`config.mk`:
```
export PLATFORM = sky130hd
export DESIGN_NAME = fetch_queue_flat
export DESIGN_NICKNAME = d
export VERILOG_FILES = /design/src/rtl/tortoise_pkg.sv /design/src/rtl/fetch_queue_if.sv /design/src/rtl/fetch_compact.sv /design/src/rtl/fetch_queue.sv /design/src/flat_wrapper.sv
export SDC_FILE = /design/constraint.sdc
export NUM_CORES = 1
export LEC_CHECK = 0
export ABC_AREA = 1
export CAP_MARGIN = 5
export CORE_AREA = 2 2 298 300
export CTS_BUF_LIST = sky130_fd_sc_hd__clkbuf_8
export CTS_CLUSTER_DIAMETER = 40
export DETAILED_ROUTE_END_ITERATION = 10
export DIE_AREA = 0 0 300 302
export PLACE_DENSITY = 0.53
export SLEW_MARGIN = 20
export SYNTH_ARGS = -nofsm -noshare
export SYNTH_HDL_FRONTEND = slang
export SYNTH_SLANG_ARGS = --single-unit
```
`constraint.sdc`:
```
create_clock -name clk_i -period 15.5 [get_ports clk_i]
set_input_delay 2.325 -clock clk_i [delete_from_list [all_inputs] [get_ports clk_i]]
set_output_delay 2.325 -clock clk_i [all_outputs]
set_load 0.05 [all_outputs]
```
`src/rtl/tortoise_pkg.sv`:
```
// tortoise_pkg -- shared fetch-path types and sizing for the tortoise core front end.
// Revision 1.0
`default_nettype none

package tortoise_pkg;

   localparam int unsigned INSTR_PER_FETCH = 2;
   localparam int unsigned IFQ_DEPTH       = 8;

   typedef struct packed {
      logic        valid;
      logic        ex;
      logic [1:0]  predict;
      logic [31:0] addr;
      logic [31:0] instr;
   } fetch_entry_t;

   typedef logic [$clog2(IFQ_DEPTH+1)-1:0]       ifq_cnt_t;
   typedef logic [$clog2(IFQ_DEPTH)-1:0]         ifq_ptr_t;
   typedef logic [$clog2(INSTR_PER_FETCH+1)-1:0] grp_cnt_t;

endpackage

`default_nettype wire

```
`src/rtl/fetch_queue_if.sv`:
```
// fetch_queue_if -- fetch-side and decode-side handshake bundle of the fetch queue.
// Revision 1.0
`default_nettype none

interface fetch_queue_if;
   import tortoise_pkg::*;

   logic                                    fetch_valid_i;
   fetch_entry_t [INSTR_PER_FETCH-1:0]      fetch_entries_i;
   logic                                    fetch_ready_o;
   logic                                    decode_valid_o;
   fetch_entry_t                            decode_entry_o;
   logic                                    decode_ready_i;
   ifq_cnt_t                                count_o;

   modport master (
      output fetch_valid_i, fetch_entries_i, decode_ready_i,
      input  fetch_ready_o, decode_valid_o, decode_entry_o, count_o
   );

   modport slave (
      input  fetch_valid_i, fetch_entries_i, decode_ready_i,
      output fetch_ready_o, decode_valid_o, decode_entry_o, count_o
   );

endinterface

`default_nettype wire

```
`src/rtl/fetch_compact.sv`:
```
// fetch_compact -- prefix popcount of a fetch-group valid mask: slot write offsets and total count.
// Revision 1.0
`default_nettype none

module fetch_compact
   import tortoise_pkg::*;
(
   input  logic [INSTR_PER_FETCH-1:0] valid_mask,
   output grp_cnt_t                   n_valid,
   output ifq_ptr_t                   offset [INSTR_PER_FETCH]
);

   grp_cnt_t acc;

   always_comb begin
      acc    = '0;
      offset = '{default: '0};
      for (int i = 0; i < INSTR_PER_FETCH; i++) begin
         // a slot lands after every valid slot that precedes it
         offset[i] = ifq_ptr_t'(acc);
         acc       = acc + grp_cnt_t'(valid_mask[i]);
      end
      n_valid = acc;
   end

endmodule

`default_nettype wire

```
`src/rtl/fetch_queue.sv`:
```
// fetch_queue -- compacts wide fetch groups into a circular buffer feeding single-issue decode.
// Revision 1.0
`default_nettype none

module fetch_queue
   import tortoise_pkg::*;
(
   input  logic          clk_i,
   input  logic          rst_ni,
   input  logic          flush_i,
   fetch_queue_if.slave  bus
);

   localparam ifq_cnt_t READY_MAX = ifq_cnt_t'(IFQ_DEPTH - INSTR_PER_FETCH);

   fetch_entry_t                mem [IFQ_DEPTH];
   ifq_ptr_t                    rd_ptr;
   ifq_ptr_t                    wr_ptr;
   ifq_cnt_t                    cnt;

   logic [INSTR_PER_FETCH-1:0]  valid_mask;
   grp_cnt_t                    n_valid;
   ifq_ptr_t                    offset [INSTR_PER_FETCH];
   ifq_cnt_t                    n_push;
   logic                        fetch_ready;
   logic                        decode_valid;
   logic                        push;
   logic                        pop;
   fetch_entry_t                head;

   always_comb begin
      valid_mask = '0;
      for (int i = 0; i < INSTR_PER_FETCH; i++) begin
         valid_mask[i] = bus.fetch_entries_i[i].valid;
      end
   end

   fetch_compact u_compact (
      .valid_mask (valid_mask),
      .n_valid    (n_valid),
      .offset     (offset)
   );

   // ready looks only at the registered count, never at a same-cycle pop
   assign fetch_ready  = (cnt <= READY_MAX);
   assign decode_valid = (cnt != '0);
   assign push         = bus.fetch_valid_i && fetch_ready && !flush_i;
   assign pop          = decode_valid && bus.decode_ready_i && !flush_i;
   assign n_push       = push ? ifq_cnt_t'(n_valid) : '0;

   always_comb begin
      head       = mem[rd_ptr];
      head.valid = decode_valid;
   end

   assign bus.fetch_ready_o  = fetch_ready;
   assign bus.decode_valid_o = decode_valid;
   assign bus.decode_entry_o = head;
   assign bus.count_o        = cnt;

   always_ff @(posedge clk_i) begin
      if (push) begin
         for (int i = 0; i < INSTR_PER_FETCH; i++) begin
            if (valid_mask[i]) begin
               mem[wr_ptr + offset[i]] <= bus.fetch_entries_i[i];
            end
         end
      end
   end

   always_ff @(posedge clk_i or negedge rst_ni) begin
      if (!rst_ni) begin
         rd_ptr <= '0;
         wr_ptr <= '0;
         cnt    <= '0;
      end else if (flush_i) begin
         rd_ptr <= '0;
         wr_ptr <= '0;
         cnt    <= '0;
      end else begin
         if (push) begin
            wr_ptr <= wr_ptr + ifq_ptr_t'(n_valid);
         end
         if (pop) begin
            rd_ptr <= rd_ptr + ifq_ptr_t'(1);
         end
         cnt <= cnt + n_push - ifq_cnt_t'(pop);
      end
   end

endmodule

`default_nettype wire

```
`src/flat_wrapper.sv`:
```
// flat-port wrapper written by rule: the top's interface ports become plain ports
module fetch_queue_flat import tortoise_pkg::*;
  (clk_i, rst_ni, flush_i, bus_fetch_valid_i, bus_fetch_entries_i, bus_decode_ready_i, bus_fetch_ready_o, bus_decode_valid_o, bus_decode_entry_o, bus_count_o);
  fetch_queue_if bus_i ();
  input  logic clk_i;
  input  logic rst_ni;
  input  logic flush_i;
  input wire logic [$bits(bus_i.fetch_valid_i)-1:0] bus_fetch_valid_i;
  input wire logic [$bits(bus_i.fetch_entries_i)-1:0] bus_fetch_entries_i;
  input wire logic [$bits(bus_i.decode_ready_i)-1:0] bus_decode_ready_i;
  output wire logic [$bits(bus_i.fetch_ready_o)-1:0] bus_fetch_ready_o;
  output wire logic [$bits(bus_i.decode_valid_o)-1:0] bus_decode_valid_o;
  output wire logic [$bits(bus_i.decode_entry_o)-1:0] bus_decode_entry_o;
  output wire logic [$bits(bus_i.count_o)-1:0] bus_count_o;
  assign bus_i.fetch_valid_i = bus_fetch_valid_i;
  assign bus_i.fetch_entries_i = bus_fetch_entries_i;
  assign bus_i.decode_ready_i = bus_decode_ready_i;
  assign bus_fetch_ready_o = bus_i.fetch_ready_o;
  assign bus_decode_valid_o = bus_i.decode_valid_o;
  assign bus_decode_entry_o = bus_i.decode_entry_o;
  assign bus_count_o = bus_i.count_o;
  fetch_queue u_core (.clk_i(clk_i), .rst_ni(rst_ni), .flush_i(flush_i), .bus(bus_i));
endmodule
```
==> flow_summary.json <==
{
  "drt_iter0_drc": 2759,
  "io_buffers": 214,
  "synth.avg_cell_area_um2": 8.411,
  "gp_congestion": 0.7491,
  "die_h_um": 302,
  "areaGrowthSynthToFinish_pct": 14.02,
  "p_per_area_nw_per_um2": 139.0,
  "timing.fmax_mhz": 128.3,
  "wire_per_inst_um": 23.93,
  "htreeDepth": 3,
  "ys_warn_count": 0,
  "cts_buffers": 110,
  "core_area_um2": 87560,
  "fin_worst_skew_ps": 37.31,
  "grt_pass1_vias": 26550,
  "num-nets-final": 3675,
  "ctsResizeCount": 0,
  "vdd_ir_drop_max_v": 0.00007749,
  "routed_wirelength_um": 114200,
  "yosysSeqAreaShare_pct": 53.82,
  "fin_crit_sh_pct": 50.27,
  "drive_gt1_share_pct": 6.354,
  "setup_slack_ps": 7708,
  "cts.sinks": 546,
  "hold_violations": 0,
  "cts_root_buf": "clkbuf_8",
  "rsz0062_at_grt": "false",
  "grt.total_usage_pct": 24.71,
  "start_kind": "register",
  "hp-class": "reg -> reg",
  "outcome": "complete, no violations",
  "synth_nets": 3766,
  "grt_pass1_wl_um": 171400,
  "crit_type": "reg -> out",
  "avgViaCountPerCell": 5.687,
  "worstPathArrival_ps": 5470,
  "min_period_ps": 7792,
  "synthesis.instances": 3611,
  "preCtsSetupSlack_ps": 8536,
  "report.final.slew_viol_count": 0,
  "antenna_found_initial": 1,
  "clk_pin_slew_worst_paths_ps": 50,
  "ios": 215,
  "synth-seq-cells": 546,
  "ant_nets": 0,
  "synthArstFlopShare_pct": 1.832,
  "synth-edff-count": 536,
  "grt_max_degree": 118,
  "maxSlewHeadroom_pct": 20.03,
  "crit_required_ps": 13180,
  "synth_cell_types": 26,
  "post_cts_buffers": 0,
  "worst_setup_path_end_kind": "output port",
  "grt_overflow": 0,
  "hpwl_um": 58100,
  "p_leak_nw": 13.66,
  "final-setup-viol-count": 0,
  "tightest_slew_ps": 1200,
  "worstSkewPairLatency_ps": 750,
  "finalSetupTns_ps": 0,
  "crit_fanout": 102,
  "cts_buffer_depth": 3,
  "cts_hold_buf": 0,
  "die_w_um": 300,
  "ys.flop_type": "edfxtp_1",
  "rows": 109,
  "cts_tree": "built",
  "die-area_um2": 90600,
  "fill_cells": 8697,
  "netlist_area_um2": 30370,
  "cap_violations": 0,
  "first_pass_iters": 6,
  "vias": 27140,
  "drcViolationCount": 0,
  "start_util_pct": 34.69
}
==> stage by stage <==
step | utilization, % | cells | area [µm²] | total power, mW | hold WS (ps)
after global placement | 37.22 | 4572 | 32590 | 3.445 | 755.3
after detailed placement | 37.25 | 4573 | 32620 | 3.451 | 764.9
final | 39.55 | 4772 | 34630 | 4.813 | 758.6
after floorplan | - | 3611 | 30370 | 2.870 | 561.5
after global routing | 39.55 | 4770 | 34620 | 5.029 | 817.6
after CTS | 39.54 | 4769 | 34620 | 4.839 | 771.8
==> routing by layer <==
layer  GRT usage [%]  vias to the layer above  share of wire [%]
li1                -                    12490                  -
met1           31.73                    13280                 40
met2           42.52                     1142                 49
met3           3.814                      235                7.1
met4           8.381                        0                3.2
met5               0                        -                  0
==> cells in the mapped netlist, drive strengths merged (2+ instances only) <==
library cell / number / share of area [%]
clkbuf: 269 / 3.5
nand2: 1294 / 16
nor2: 282 / 3.6
a21oi: 3 / 0.049
o22ai: 134 / 2.8
fa: 2 / 0.13
nand3: 23 / 0.41
inv: 21 / 0.26
buf: 202 / 3.2
edfxtp: 536 / 53
ha: 12 / 0.49
nand4: 536 / 11
o21ai: 283 / 4.7
dfrtp: 10 / 0.82
==> critical path, stage by stage, from the launching register on <==
cell and delay, ps:
dfrtp_4 740, inv_8 520, buf_4 960, buf_4 870, o21ai_0 190, o22ai_1 180
nand2_1 80, nand2_1 150, clkdlybuf4s50_1 820
==> cell usage in the layout, fill, tap and decap left out, types with 2 or more instances in the layout <==
| cell type | n |
|---|---|
| nand2_1 | 1294 |
| nand4_1 | 536 |
| edfxtp_1 | 536 |
| nor2_1 | 273 |
| o21ai_0 | 254 |
| clkdlybuf4s50_1 | 213 |
| o22ai_1 | 134 |
| clkbuf_8 | 114 |
| buf_4 | 51 |
| inv_1 | 50 |
| clkinv_1 | 23 |
| o21ai_1 | 21 |
| clkinv_2 | 16 |
| nand3_1 | 14 |
| ha_1 | 12 |
| nor2_4 | 9 |
| nand3_4 | 8 |
| o21ai_4 | 8 |
| dfrtp_1 | 7 |
| clkinvlp_4 | 5 |
| diode_2 | 3 |
| a21oi_1 | 3 |
| inv_2 | 3 |
| bufinv_16 | 3 |
| dfrtp_4 | 3 |
| inv_6 | 2 |
| fa_1 | 2 |
| buf_6 | 2 |
==> final timing paths <==
path,from,to,slack [ps],cells past startpoint
max,u_core.rd_ptr[0],bus_decode_entry_o[11],7710,8
min,u_core.bus.count_o[2],u_core.bus.count_o[2],760,3
max reg2reg,u_core.bus.count_o[3],u_core.mem[3][61],11040,12
min reg2reg,u_core.bus.count_o[2],u_core.bus.count_o[2],760,3
max in group asynchronous,rst_ni,u_core.rd_ptr[2],13140,1
min in group asynchronous,rst_ni,u_core.wr_ptr[1],1950,1
==> report_power, final <==
| group | switching [mW] | total [mW] | leakage, nW | internal [mW] |
|---|---|---|---|---|
| Sequential | 0.0497 | 1.74 | 4.96 | 1.69 |
| Combinational | 1.24 | 1.68 | 7.55 | 0.441 |
| Clock | 0.668 | 1.39 | 1.15 | 0.725 |
==> sequential cells by signal, indices dropped and copies added (netlist names) <==
| name | flops |
|---|---|
| u_core.mem | 536 |
| u_core.bus.count_o | 4 |
| u_core.wr_ptr | 3 |
| u_core.rd_ptr | 3 |
==> kinds of logic (layout without fill, tap and decap cells) <==
logic type / count (synthesis) / in the layout / synth area share, %
compound gates: 421 / 421 / 7.498
buf+inv: 493 / 486 / 6.983
fa+ha+maj: 14 / 14 / 0.6262
other cells: 0 / 3 / 0
simple gates: 2136 / 2136 / 31.05
flops: 546 / 546 / 53.82
xor+xnor: 1 / 1 / 0.02884
==> final cells by class <==
type                       count  area [µm²]  area share [%]
timing repair buffer         268        2580           7.450
antenna                        3       7.507         0.02168
clock buffer                 114        1569           4.531
multi-input combinational   2572       12130           35.03
tap                         1165        1458           4.209
sequential                   546       16360           47.23
clock inverter                82       430.4           1.243
inverter                      22       97.59          0.2818
Power figures use the tool's default switching activity.
